<file path="config.mk">
export PLATFORM = sky130hd
export DESIGN_NAME = cpu_error_capture
export DESIGN_NICKNAME = d
export VERILOG_FILES = /design/src/rtl/cpu_error_capture_pkg.sv /design/src/rtl/cpu_error_capture_timeout.sv /design/src/rtl/cpu_error_capture.sv
export SDC_FILE = /design/constraint.sdc
export NUM_CORES = 1
export LEC_CHECK = 0
export CORE_UTILIZATION = 30
export CTS_BUF_LIST = sky130_fd_sc_hd__clkbuf_2
export CTS_CLUSTER_SIZE = 14
export DETAILED_ROUTE_END_ITERATION = 12
export DONT_BUFFER_PORTS = 1
export SYNTH_ARGS = -nofsm -noshare
export SYNTH_HDL_FRONTEND = slang
export SYNTH_SLANG_ARGS = --single-unit
</file>
<file path="constraint.sdc">
create_clock -name clk -period 2 [get_ports clk]
set_input_delay 0.4 -clock clk [delete_from_list [all_inputs] [get_ports clk]]
set_output_delay 0.4 -clock clk [all_outputs]
set_load 0.05 [all_outputs]
</file>
<file path="src/rtl/cpu_error_capture_pkg.sv">
// Shared definitions for the CPU error capture block: state encodings,
// error source bit positions and default sizing.
package cpu_error_capture_pkg;

  localparam int DEF_SRC_NUM     = 9;
  localparam int DEF_CNT_W       = 32;
  localparam int DEF_PC_W        = 32;
  localparam int DEF_ACK_TIMEOUT = 255;

  // Level that rst_n takes when reset is active.
  localparam logic RST_ENABLE = 1'b0;

  // Bit positions of the error sources inside err_src_i.
  localparam int SRC_INST_CACHE = 0;
  localparam int SRC_DATA_CACHE = 1;
  localparam int SRC_IF         = 2;
  localparam int SRC_ID         = 3;
  localparam int SRC_LAUNCH     = 4;
  localparam int SRC_EX         = 5;
  localparam int SRC_MM         = 6;
  localparam int SRC_MEM        = 7;
  localparam int SRC_WB         = 8;

  typedef enum logic [1:0] {
    ERR_IDLE    = 2'b00,
    ERR_HALTING = 2'b01,
    ERR_HALTED  = 2'b10
  } err_state_e;

  function automatic logic [7:0] sat_inc8(input logic [7:0] v);
    return (v == 8'hFF) ? v : v + 8'd1;
  endfunction

endpackage

</file>
<file path="src/rtl/cpu_error_capture_timeout.sv">
// Loadable, clearable up-counter with a terminal-count flag; it measures
// how long the capture block has been waiting for the halt acknowledge.
module err_timeout_counter
  import cpu_error_capture_pkg::*;
#(
  parameter int            W    = 8,
  parameter logic [W-1:0]  TERM = '1
) (
  input  logic         clk,
  input  logic         rst_n,
  input  logic         clr,
  input  logic         load,
  input  logic [W-1:0] load_val,
  input  logic         en,
  output logic         term
);

  logic [W-1:0] cnt;

  // NOTE: state registers use non-blocking assignments so every flop
  // samples the pre-edge values regardless of process ordering.
  always_ff @(posedge clk) begin
    if (rst_n == RST_ENABLE) begin
      cnt <= '0;
    end else if (clr) begin
      cnt <= '0;
    end else if (load) begin
      cnt <= load_val;
    end else if (en) begin
      cnt <= cnt + 1'b1;
    end
  end

  assign term = (cnt == TERM);

endmodule

</file>
<file path="src/rtl/cpu_error_capture.sv">
// Captures the first CPU error event (sources, cycle stamp, last committed
// PC), requests a pipeline halt and holds the capture until debug clears it.
module cpu_error_capture
  import cpu_error_capture_pkg::*;
#(
  parameter int SRC_NUM     = DEF_SRC_NUM,
  parameter int CNT_W       = DEF_CNT_W,
  parameter int PC_W        = DEF_PC_W,
  parameter int ACK_TIMEOUT = DEF_ACK_TIMEOUT
) (
  input  logic               clk,
  input  logic               rst_n,
  input  logic [SRC_NUM-1:0] err_src_i,
  input  logic               commit_valid_i,
  input  logic [PC_W-1:0]    commit_pc_i,
  input  logic               halt_ack_i,
  input  logic               dbg_clear_i,
  output logic               halt_req_o,
  output logic               err_valid_o,
  output logic [SRC_NUM-1:0] err_first_src_o,
  output logic [SRC_NUM-1:0] err_all_src_o,
  output logic [CNT_W-1:0]   err_cycle_o,
  output logic [PC_W-1:0]    err_last_pc_o,
  output logic               err_timeout_o,
  output logic [7:0]         err_count_o,
  output logic [1:0]         state_o
);

  localparam int TO_W = $clog2(ACK_TIMEOUT + 1);

  err_state_e      state_q, state_nxt;
  logic [CNT_W-1:0] cyc_cnt;
  logic [PC_W-1:0]  last_pc_r;

  logic capture, clear, timeout_hit;
  logic to_en, to_clr, to_load, to_term;

  err_timeout_counter #(
    .W    (TO_W),
    .TERM (TO_W'(ACK_TIMEOUT - 1))
  ) u_to_cnt (
    .clk      (clk),
    .rst_n    (rst_n),
    .clr      (to_clr),
    .load     (to_load),
    .load_val ('0),
    .en       (to_en),
    .term     (to_term)
  );

  // NOTE: every signal driven here gets a default first, so no path through
  // the case leaves one unassigned and no latch is inferred.
  always_comb begin
    state_nxt   = state_q;
    capture     = 1'b0;
    clear       = 1'b0;
    timeout_hit = 1'b0;
    to_en       = 1'b0;
    to_clr      = 1'b0;
    to_load     = 1'b0;
    unique case (state_q)
      ERR_IDLE: begin
        if (|err_src_i) begin
          capture   = 1'b1;
          to_load   = 1'b1;
          state_nxt = ERR_HALTING;
        end
      end
      ERR_HALTING: begin
        // An ack in the terminal cycle takes precedence over the timeout.
        if (halt_ack_i) begin
          state_nxt = ERR_HALTED;
        end else if (to_term) begin
          timeout_hit = 1'b1;
          state_nxt   = ERR_HALTED;
        end else begin
          to_en = 1'b1;
        end
      end
      ERR_HALTED: begin
        if (dbg_clear_i) begin
          clear     = 1'b1;
          to_clr    = 1'b1;
          state_nxt = ERR_IDLE;
        end
      end
      default: state_nxt = ERR_IDLE;
    endcase
  end

  always_ff @(posedge clk) begin
    if (rst_n == RST_ENABLE) begin
      state_q    <= ERR_IDLE;
      halt_req_o <= 1'b0;
      cyc_cnt    <= '0;
      last_pc_r  <= '0;
    end else begin
      state_q    <= state_nxt;
      halt_req_o <= (state_nxt != ERR_IDLE);
      cyc_cnt    <= cyc_cnt + 1'b1;
      if (commit_valid_i) begin
        last_pc_r <= commit_pc_i;
      end
    end
  end

  always_ff @(posedge clk) begin
    if (rst_n == RST_ENABLE) begin
      err_valid_o     <= 1'b0;
      err_first_src_o <= '0;
      err_all_src_o   <= '0;
      err_cycle_o     <= '0;
      err_last_pc_o   <= '0;
      err_timeout_o   <= 1'b0;
      err_count_o     <= '0;
    end else begin
      if (capture) begin
        // last_pc_r still holds the pre-update value, so a commit in the
        // error cycle itself is excluded from the capture.
        err_valid_o     <= 1'b1;
        err_first_src_o <= err_src_i;
        err_all_src_o   <= err_src_i;
        err_cycle_o     <= cyc_cnt;
        err_last_pc_o   <= last_pc_r;
        err_count_o     <= sat_inc8(err_count_o);
      end else if (clear) begin
        err_valid_o     <= 1'b0;
        err_first_src_o <= '0;
        err_all_src_o   <= '0;
        err_cycle_o     <= '0;
        err_last_pc_o   <= '0;
        err_timeout_o   <= 1'b0;
      end else if (state_q != ERR_IDLE) begin
        err_all_src_o <= err_all_src_o | err_src_i;
      end
      if (timeout_hit) begin
        err_timeout_o <= 1'b1;
      end
    end
  end

  assign state_o = state_q;

endmodule

</file>
* Word level (Yosys, flattened, before mapping)
Index checks and enable logic that the tools add are counted.
Word-level totals: bits in registers 167, latch bits 0, RAM bits 0, bits in read-only memories 0, input port bits 46, output and inout bits 95, word-level logic and storage cells 60, memories 0
Cells by class: add/sub/neg operators 3, multiply operators 0, divide/modulo/power cells 0, $lt $le $gt $ge 0, eq/ne operators 5, shift operators 0, muxes and demuxes 27, bitwise logic cells 3, reductions and logical operators 10
Operators with widths (number):
- $mux W32 | 3
- $mux W9 | 5
- $add A32 B1 Y32 const B | 1
- $add A8 B1 Y8 const B | 2
- $eq A8 B8 Y1 const B | 2
- $mux W1 | 14
- $or A9 B9 Y9 | 1
- $reduce_or A9 Y1 | 1
- $mux W2 | 4
- $reduce_bool A2 Y1 | 4
- $pmux W2 S3 | 1
- $reduce_and A2 Y1 | 2
- $reduce_bool A3 Y1 | 1
- $reduce_or A3 Y1 | 1
- $eq A2 B1 Y1 const B | 1
- $eq A2 B2 Y1 const B | 1
- $logic_not A2 Y1 | 1
- $ne A2 B1 Y1 const B | 1
- $not A1 Y1 | 2

* Logic depth before layout (Yosys ltp)
Gate-level depths: netlist of the first run.
word-level depth 6, gate-level depth with buffers 6, mapped depth without buffers 6

* Modules after synthesis
Synthesis of the first run repeated with hierarchy kept, for this count alone.
Unflattened totals: cells, all modules 750, area, all modules 6545.0 µm²
By module, submodules not included:
- cpu_error_capture | times used 1, cells an instance 695, area an instance 6080.8 µm², sequential area each 3183.1 µm²
- err_timeout_counter | times used 1, cells an instance 55, area an instance 464.2 µm², sequential area each 160.2 µm²

* Least setup slack after synthesis of the first run
No wires, ideal clock.
path kind input -> register, start point input port err_src_i[5], end point register halt_req_o, setup time 123 ps, arrival 1867 ps, required time 1877 ps, path slack 10 ps, cell stages on the path 4, buffers on the path 0, cells stage by stage or4_1 o31a_1 o211a_1 or2_2
On the way: word-level cells in the longest chain between the ends 4
RTL lines:
- start: declaration | line cpu_error_capture.sv:13 | input logic [SRC_NUM-1:0] err_src_i,
- $reduce_or A9 Y1 | line cpu_error_capture.sv:63 | if (|err_src_i) begin
- $mux W2 | line cpu_error_capture.sv:63
- $pmux W2 S3 | line cpu_error_capture.sv:61 | unique case (state_q)
- $reduce_bool A2 Y1 | line cpu_error_capture.sv:99 | halt_req_o <= (state_nxt != ERR_IDLE);
- end signal: assignment | line cpu_error_capture.sv:99
- end: declaration | line cpu_error_capture.sv:18 | output logic halt_req_o,
Every way passes these cells. A chain may end at the register's enable or synchronous reset.

* Worst setup path in the final report of the first run
start point register cyc_cnt[10], end point register cyc_cnt[26]
On the way: word-level cells in the longest chain between the ends 1
RTL lines:
- start: declaration | line cpu_error_capture.sv:32 | logic [CNT_W-1:0] cyc_cnt;
- start signal: assignment | line cpu_error_capture.sv:100 | cyc_cnt <= cyc_cnt + 1'b1;
- $add A32 B1 Y32 | line cpu_error_capture.sv:100
Every way passes these cells.

==> results of run 1 <==
## worst max-delay path by stage
stage	cells past startpoint	endpoint	start
after detailed placement	5	err_last_pc_o[18]	err_src_i[5]
after global placement	5	err_last_pc_o[15]	err_src_i[5]
final	4	cyc_cnt[26]	cyc_cnt[10]
after floorplan	4	halt_req_o	err_src_i[5]
after global routing	0	err_cycle_o[30]	err_cycle_o[30]
after CTS	6	err_cycle_o[11]	rst_n
## state kept, by name (all words and copies together) (netlist names)
signal           flops
last_pc_r           32
err_all_src_o        9
halt_req_o           1
cyc_cnt             32
state_o              2
err_timeout_o        1
err_valid_o          1
err_first_src_o      9
err_last_pc_o       32
err_cycle_o         32
u_to_cnt.cnt         8
err_count_o          8
## worst register-to-register path: stages (launching register included)
cell and delay [ns]:
dfxtp_1 0.38, nand3_1 0.12, or4_4 0.66, or4_1 0.54
a21oi_1 0.16
## cells in the mapped netlist, drive strengths merged (2+ instances only)
master	count	share of area [%]
nand4	11	1.2
a22o	79	11
o41ai	2	0.29
mux2i	39	6.4
o2111ai	2	0.29
inv	7	0.43
nor2	62	3.9
a311oi	2	0.29
xnor2	6	0.86
clkbuf	11	0.68
and3	5	0.51
o31ai	12	1.7
nor4	7	0.72
nand2b	7	0.72
nand3	16	1.3
nor2b	2	0.20
xor2	11	1.6
o211ai	2	0.25
ha	4	0.82
a21oi	23	1.9
nand2	26	1.6
or2	3	0.31
or3	7	0.76
or4	13	1.7
buf	23	2.2
o21ai	7	0.57
and2	6	0.61
and4	4	0.57
o31a	2	0.29
dfxtp	167	55
## cell usage in the layout (no fill, tap or decap), types with 6 or more instances in the layout
| cell | Yosys | final |
|---|---|---|
| dfxtp_2 | 0 | 13 |
| dfxtp_1 | 167 | 154 |
| nand2b_1 | 7 | 7 |
| and2_1 | 6 | 6 |
| nand2_1 | 26 | 26 |
| or4_1 | 12 | 12 |
| clkbuf_2 | 0 | 18 |
| nor4_1 | 7 | 7 |
| mux2i_1 | 39 | 39 |
| a22o_1 | 79 | 79 |
| nand4_1 | 10 | 10 |
| o21ai_0 | 7 | 7 |
| xnor2_1 | 6 | 6 |
| nand3_1 | 16 | 16 |
| dlygate4sd3_1 | 0 | 75 |
| nor2_1 | 61 | 60 |
| a21oi_1 | 23 | 23 |
| o31ai_1 | 11 | 11 |
| inv_1 | 7 | 6 |
| xor2_1 | 11 | 11 |
| buf_4 | 0 | 29 |
## power groups by stage
stage                     clock (mW)  sequential [mW]  combinational (mW)
final                           1.69             3.82               0.653
after global routing            1.90             3.85               0.710
after CTS                       1.77             3.82               0.651
after detailed placement           0             3.89               0.497
after global placement             0             3.88               0.474
after floorplan                    0             3.90               0.326
## final cells by class
type                       count  area (um^2)
sequential                   167         3360
tap                          265          332
fill                        1901        12100
clock inverter                14          128
clock buffer                  18         90.1
antenna                        1         2.50
timing repair buffer         109         1060
multi-input combinational    370         2580
inverter                       7         26.3
## layer usage
| layer | global-route usage [%] | vias up | routed length (um) |
|---|---|---|---|
| li1 | - | 2324 | - |
| met3 | 4.90 | 19 | 1000 |
| met2 | 24.0 | 147 | 7190 |
| met4 | 6.37 | 0 | 241 |
| met1 | 17.6 | 2280 | 6730 |
| met5 | 0 | - | 0 |
## cells by family after synthesis
logic type	count (synthesis)
fa+ha+maj	4
simple gates	173
mux	39
compound gates	137
xor+xnor	17
buf+inv	41
flops	167
## through the flow
step / instances / util, %
final: 951 / 38.4
after CTS: 950 / 38.3
after floorplan: 578 / -
after global placement: 842 / 33.3
after global routing: 951 / 38.4
after detailed placement: 842 / 33.3
## what timing repair did
item / 4_1_cts / 5_1_grt
gates resized for setup: 0 / 14
setup endpoints to repair: 0 / 84
hold buffers: 76 / 0
endpoints found under the hold margin: 70 / 0
==> impl_metrics.json, run 1 <==
{
  "power_density_nw_per_um2": 813,
  "synth_fa_ha_area_share_pct": 0.819,
  "synth_edf_count": 0,
  "crit_slowest_cell": "or4_4",
  "viasPerCell": 5.02,
  "cp_num_buf_inv": 0,
  "slowest_delay_ns": 0.66,
  "pwr-share-seq_pct": 62.1,
  "die_x_um": 145,
  "syn_area_um2": 6110,
  "clock-sinks": 167,
  "vias": 4770,
  "ant_nets": 0,
  "fmax_mhz": 525,
  "power_mw": 6.16,
  "io_pins": 141,
  "grt_max_degree": 50,
  "finalMaxSlewViolations": 0,
  "cts_inserted_buffers": 17,
  "port_buffers": 0,
  "rr_worst_depth": 4,
  "cts_buffer_depth": 2,
  "routed_wl_um": 15200,
  "syn-num-nets": 628,
  "netSwitchingFraction_pct": 31.0,
  "fp.dieH_um": 145,
  "switchingPower_mw": 1.91,
  "grt_overflow": 0,
  "finalHoldViolCount": 0,
  "place_congestion": 0.770,
  "synth_warnings": 0,
  "synth_compound_area_share_pct": 17.7,
  "path_class": "flip-flop to flip-flop",
  "cap_violations": 0,
  "synth-xor-area-share_pct": 2.44,
  "finClkSkew_ns": 0.0352,
  "synthFlopType": "dfxtp_1",
  "grt_usage_pct": 14.7,
  "status": "finished clean",
  "fin_area_um2": 7570,
  "cts_max_level": 4,
  "synth_seq_cells": 167,
  "dp_hpwl_um": 9890,
  "crit_path_start_kind": "flip-flop",
  "setup_tns_ns": 0,
  "cp-end-kind": "flip-flop",
  "pre_cts_ws_ns": -0.107,
  "p_clk_share_pct": 27.4,
  "reg2reg_to": "cyc_cnt[26]",
  "core-area_um2": 19700,
  "timing.hold.ws_ns": 0.206,
  "internal_power_mw": 4.25,
  "cts_tree": "yes",
  "worst_ep_arrival_time_ns": 2.57,
  "min-delay-path-class": "primary input to flip-flop",
  "post_cts_buffers": 0,
  "drtPass1Iterations": 5,
  "first_global_vias": 4711,
  "async_reset_ff_share_pct": 0,
  "path_cells": "nand3_1 -> or4_4 -> or4_1 -> a21oi_1",
  "reg2reg_from": "cyc_cnt[10]",
  "synth.distinct_cells": 47,
  "area_growth_pct": 23.9,
  "die_area_um2": 21000,
  "critical-path-top-delay-family": "simple AND/OR/NAND/NOR gates",
  "avgSynthCellArea_um2": 10.6,
  "grt_first_pass_wirelength_um": 23800,
  "slew_headroom_pct": 36.6,
  "worstMarginPinSlew_ns": 0.951,
  "ir_drop_uv": 389,
  "combPwrFrac_pct": 10.6,
  "rows": 51,
  "period_needed_ns": 1.90,
  "period_share_pct": 95.2,
  "nNetsFinal": 722,
  "setup_viol": 0,
  "drive_above_1_share_pct": 13.0,
  "syn_inst": 578,
  "drc": 0,
  "start_util_pct": 31.0,
  "hold_depth": 4,
  "cp_max_fo": 18,
  "worstPathRequired_ns": 2.67,
  "worstHoldStart": "err_src_i[4]",
  "wl_per_cell_um": 16.0,
  "rsz0062_at_grt": "false",
  "clk_pin_slew_worst_paths_ns": 0.24,
  "drt-initial-drc-count": 193,
  "synth_top_family_by_area": "compound AO/OA/AOI/OAI gates",
  "clock_latency_ns": 0.74,
  "yosysSeqAreaShare_pct": 54.7,
  "layout_setup_ws_ns": 0.0958,
  "cellLeakagePower_nw": 2.86,
  "holdPathEnd": "u_to_cnt.cnt[1]",
  "yosys.area_share.simple_pct": 14.7,
  "muxShareOfSynthArea_pct": 6.39,
  "grt_antenna_before_repair": 1,
  "r2r_setup_slack_ns": 0.1,
  "postPlaceCellArea_um2": 6580,
  "clockRootBuffer": "clkbuf_2"
}
Power figures use the tool's default switching activity.
==> run 2, diff against run 1 <==
--- a/config.mk
+++ b/config.mk
@@ -5,11 +5,14 @@
 export SDC_FILE = /design/constraint.sdc
 export NUM_CORES = 1
 export LEC_CHECK = 0
+export CELL_PAD_IN_SITES_DETAIL_PLACEMENT = 1
+export CELL_PAD_IN_SITES_GLOBAL_PLACEMENT = 1
 export CORE_UTILIZATION = 30
 export CTS_BUF_LIST = sky130_fd_sc_hd__clkbuf_2
 export CTS_CLUSTER_SIZE = 14
 export DETAILED_ROUTE_END_ITERATION = 12
 export DONT_BUFFER_PORTS = 1
+export PLACE_DENSITY_LB_ADDON = 0.1
 export SYNTH_ARGS = -nofsm -noshare
 export SYNTH_HDL_FRONTEND = slang
 export SYNTH_SLANG_ARGS = --single-unit
==> run 2 against run 1 <==
- clock skew grew 0.0024 ns
- sequential share of layout area shrank 0.30 points
- register-to-register slack lost 0.03 ns
- global-route usage grew 1.4 points
- setup slack lost 0.029 ns
- combinational power is essentially flat
- clock power grew 9%
- sequential power is essentially flat
==> impl_metrics.json, run 2 (synthesis gave the netlist of run 1 again) <==
{
  "grt_max_degree": 54,
  "drc": 0,
  "final_cell_mix": "dfxtp_1 (143), a22o_1 (79), dlygate4sd3_1 (75), nor2_1 (60), mux2i_1 (39)",
  "placed_cells": 848,
  "cellLeakagePower_nw": 2.90,
  "status": "finished clean",
  "rows": 51,
  "met1Wirelength_um": 7430,
  "setup.worst_path.start": "cyc_cnt[10]",
  "clock_latency_ns": 0.75,
  "port_buffers": 0,
  "grt_overflow": 0,
  "cap_violations": 0,
  "drtPass1Iterations": 4,
  "wl_met2_um": 7950,
  "post_cts_buffers": 0,
  "path_cells": "nand3_1 -> or4_4 -> or4_1 -> a21oi_1",
  "finalHoldViolCount": 0,
  "cts_max_level": 4,
  "worstPathRequired_ns": 2.67,
  "dr_wl_met3_um": 1160,
  "worstHoldStart": "err_src_i[4]",
  "nFillCells": 2184,
  "slowest_delay_ns": 0.67,
  "nNetsFinal": 728,
  "clock-sinks": 167,
  "grt_antenna_before_repair": 1,
  "instances_no_fill": 957,
  "setup_viol": 0,
  "finalMaxSlewViolations": 0,
  "worst_ep_arrival_time_ns": 2.61,
  "ant_nets": 0,
  "period_needed_ns": 1.93,
  "area_growth_pct": 25.3,
  "clk_pin_slew_worst_paths_ns": 0.28,
  "fp.dieH_um": 145,
  "reg2reg_from": "cyc_cnt[10]",
  "cts_inserted_buffers": 17,
  "io_pins": 141,
  "drive_above_1_share_pct": 15.5,
  "clockRootBuffer": "clkbuf_2",
  "fmax_mhz": 517,
  "r2r_setup_slack_ns": 0.07,
  "power_mw": 6.33,
  "worstMarginPinSlew_ns": 0.972,
  "viasPerCell": 5.09,
  "drt-initial-drc-count": 161,
  "grt_first_pass_wirelength_um": 26100,
  "rsz0062_at_grt": "true",
  "path_class": "flip-flop to flip-flop",
  "ir_drop_uv": 356,
  "place_congestion": 0.705,
  "grt_usage_pct": 16.1,
  "cp_max_fo": 16,
  "first_global_vias": 4995,
  "dp_hpwl_um": 10800,
  "wl_per_cell_um": 17.4,
  "min-delay-path-class": "primary input to flip-flop",
  "cp-end-kind": "flip-flop",
  "cts_tree": "yes",
  "die_x_um": 145,
  "top_layer": "met4",
  "power_density_nw_per_um2": 827,
  "fin_util_pct": 38.8,
  "crit_slowest_cell": "or4_4",
  "cts_buffer_depth": 2,
  "die_area_um2": 21000,
  "routed_wl_um": 16600,
  "crit_path_start_kind": "flip-flop",
  "mostFrequentLayoutCell": "dfxtp_1",
  "vias": 4874,
  "period_share_pct": 96.7,
  "core-area_um2": 19700,
  "start_util_pct": 31.0,
  "finClkSkew_ns": 0.0377,
  "slew_headroom_pct": 35.2
}
run 2: cell type report:
type	instances	area, um^2	area share (%)
clock buffer	17	85.1	1.11
sequential	167	3370	44.1
inverter	7	26.3	0.343
multi-input combinational	370	2580	33.6
timing repair buffer	115	1110	14.4
tap	265	332	4.33
clock inverter	15	156	2.04
antenna	1	2.50	0.0327
run 2: power by group:
part           internal, mW  switching [mW]
clock                 0.502            1.34
sequential             3.47           0.358
combinational         0.319           0.338
run 2: per-layer routing:
| metal | up-vias | track usage, % |
|---|---|---|
| met5 | - | 0 |
| met4 | 0 | 4.76 |
| met3 | 11 | 6.09 |
| met2 | 116 | 26.6 |
| met1 | 2412 | 19.3 |
| li1 | 2335 | - |
run 2: through the flow:
| step | cell area, um^2 | TNS [ns] | hold slack (ns) | worst slack (ns) |
|---|---|---|---|---|
| floorplan | 6110 | 0 | 0.425 | 0.00970 |
| global placement | 6620 | -3.52 | 0.440 | -0.0564 |
| detailed placement | 6620 | -6.70 | 0.451 | -0.102 |
| CTS | 7630 | 0 | 0.0359 | 0.00431 |
| global route | 7660 | -0.0105 | 0.0504 | -0.0105 |
| finish | 7660 | 0 | 0.112 | 0.0664 |
run 2: critical path, delay by kind of cell (launching register included):
family	cells	cell delay [ns]
simple gates	3	1.34
flops	1	0.39
compound gates	1	0.16
run 2: path summary, 6_finish.rpt:
path / end / cells past startpoint
min reg2reg: err_last_pc_o[5] / 1
min: u_to_cnt.cnt[2] / 4
max: cyc_cnt[26] / 4
max reg2reg: cyc_cnt[26] / 4
run 2: what timing repair did:
item | in CTS | in global routing
hold buffers | 76 | 0
endpoints found under the hold margin | 69 | 0
endpoints found under the setup margin | 3 | 48
gates cloned | 0 | 0
gates resized for setup | 3 | 22
==> run 3, diff against run 2 <==
--- a/config.mk
+++ b/config.mk
@@ -11,8 +11,8 @@
 export CTS_BUF_LIST = sky130_fd_sc_hd__clkbuf_2
 export CTS_CLUSTER_SIZE = 14
 export DETAILED_ROUTE_END_ITERATION = 12
-export DONT_BUFFER_PORTS = 1
 export PLACE_DENSITY_LB_ADDON = 0.1
+export SETUP_SLACK_MARGIN = 0.2
 export SYNTH_ARGS = -nofsm -noshare
 export SYNTH_HDL_FRONTEND = slang
 export SYNTH_SLANG_ARGS = --single-unit
==> run 3 against run 2 <==
- sequential power shrank 7.0%
- power fell by 0.17%
- via count rose by 6.1%
- clock skew is 0.0059 ns higher
- combinational power is 63% higher
- non-clock buffer count rose by 83
- die area unchanged
- critical path depth unchanged
- maximum frequency is 3.8% higher
- clock power shrank 8%
- sequential cell count did not move
- routed wire length up 6.0%
- critical path type unchanged
- highest routed layer unchanged
==> impl_metrics.json, run 3 (synthesis gave the netlist of run 1 again) <==
{
  "first_global_vias": 5295,
  "vias": 5170,
  "finalMaxSlewViolations": 0,
  "internal_power_mw": 4.34,
  "slew_headroom_pct": 57.3,
  "setup_viol": 0,
  "cts_inserted_buffers": 17,
  "cts_hold_buf": 0,
  "combPwrFrac_pct": 17.0,
  "path_class": "flip-flop to flip-flop",
  "final_cell_mix": "buf_4 (99), dfxtp_2 (84), a22o_1 (79), dfxtp_1 (75), nor2_1 (60)",
  "routed_wl_um": 17600,
  "clock-sinks": 167,
  "switchingPower_mw": 1.98,
  "start_util_pct": 31.0,
  "postPlaceCellArea_um2": 8070,
  "dp_hpwl_um": 11700,
  "use_met3_pct": 5.17,
  "clk_pin_slew_worst_paths_ns": 0.24,
  "wl_per_cell_um": 16.9,
  "die_x_um": 145,
  "grt_usage_pct": 17.2,
  "ir_drop_uv": 318,
  "min-delay-path-class": "primary input to flip-flop",
  "grt_busiest_layer": "met2",
  "grt_max_degree": 45,
  "netSwitchingFraction_pct": 31.3,
  "p_clk_share_pct": 26.8,
  "fp.dieH_um": 145,
  "timing.hold.ws_ns": 0.150,
  "fin_util_pct": 43.7,
  "cts_buffer_depth": 2,
  "worstMarginPinSlew_ns": 0.638,
  "core-area_um2": 19700,
  "finClkSkew_ns": 0.0435,
  "worstPathRequired_ns": 2.66,
  "grt.met2_usage_pct": 27.6,
  "r2r_setup_slack_ns": 0.14,
  "period_needed_ns": 1.86,
  "power_density_nw_per_um2": 733,
  "period_share_pct": 93.1,
  "drtPass1Iterations": 4,
  "port_buffers": 140,
  "area_growth_pct": 41.1,
  "rows": 51,
  "multiInputGateArea_um2": 2700,
  "seqCellArea_um2": 3480,
  "cp-end-kind": "flip-flop",
  "cp_max_fo": 8,
  "nFillCells": 2134,
  "grt_overflow": 0,
  "status": "finished clean",
  "cts_max_level": 4,
  "nNetsFinal": 812,
  "drive_above_1_share_pct": 39.4,
  "die_area_um2": 21000,
  "pwr-share-seq_pct": 56.2,
  "viasPerCell": 4.96,
  "worst_ep_arrival_time_ns": 2.53,
  "use_met1_pct": 21.8,
  "clock_latency_ns": 0.73,
  "fin_area_um2": 8620,
  "cts_tree": "yes",
  "mostFrequentLayoutCell": "buf_4",
  "grt_first_pass_wirelength_um": 27800,
  "crit_path_start_kind": "flip-flop",
  "drc": 0,
  "drt-initial-drc-count": 187,
  "io_pins": 141,
  "fmax_mhz": 537,
  "cellLeakagePower_nw": 3.53,
  "clockRootBuffer": "clkbuf_2",
  "ant_nets": 0,
  "grt_antenna_before_repair": 1,
  "place_congestion": 0.713,
  "cap_violations": 0,
  "finalHoldViolCount": 0,
  "rsz0062_at_grt": "true"
}
## run 3: cell types whose count changed in the layout (fill, tap and decap cells not counted), moves of 4 or more
cell / change
clkinv_2: +5
clkinv_4: +4
inv_8: -4
dfxtp_4: +8
dfxtp_1: -68
clkdlybuf4s50_1: +44
buf_6: +45
nor4_1: -4
dfxtp_2: +60
dlygate4sd3_1: -75
buf_4: +64
## run 3: worst max-delay path, cell delays in order, from the launching register on
cell and delay (ns):
dfxtp_4 0.43, nand4_4 0.10, or4_4 0.63, or4_4 0.54, a21oi_2 0.12
## run 3: final cells by class
| cell class | count | area share, % |
|---|---|---|
| Antenna cell | 2 | 0.0580 |
| Clock buffer | 17 | 0.987 |
| Clock inverter | 15 | 1.51 |
| Inverter | 7 | 0.305 |
| Multi-Input combinational cell | 371 | 31.3 |
| Sequential cell | 167 | 40.3 |
| Tap cell | 265 | 3.84 |
| Timing Repair Buffer | 198 | 21.6 |
## run 3: per-stage QoR
stage	instances	power, mW	setup TNS [ns]	setup WS, ns
after global placement	988	4.65	-36.05	-0.423
after global routing	1042	6.64	0	0.0772
after floorplan	578	4.24	0	0.155
after detailed placement	988	4.68	-40.21	-0.480
final	1042	6.32	0	0.138
after CTS	1029	6.40	0	0.0998
## run 3: final timing paths
check,start,end,depth (start not counted)
min,commit_valid_i,last_pc_r[29],3
max,cyc_cnt[17],cyc_cnt[24],4
max reg2reg,cyc_cnt[17],cyc_cnt[24],4
min reg2reg,last_pc_r[12],err_last_pc_o[12],1
## run 3: power groups by stage
stage	combinational [mW]	sequential, mW	clock [mW]
after floorplan	0.338	3.90	0
after global placement	1.05	3.60	0
after detailed placement	1.06	3.61	0
final	1.07	3.56	1.69
after global routing	1.14	3.58	1.92
after CTS	1.07	3.56	1.78
## run 3: repair_timing
item	in CTS	in global routing
pin swaps	12	6
setup buffers	8	11
gates resized for setup	568	84
hold endpoints to repair	0	0
gates cloned	1	0
endpoints found under the setup margin	109	80
## run 3: per-layer routing
layer / part of all wire (%) / vias up / routed length (um)
li1: - / 2499 / -
met4: 1.3 / 0 / 236
met1: 46 / 2528 / 8040
met2: 47 / 124 / 8270
met3: 6.2 / 19 / 1090
met5: 0 / - / 0
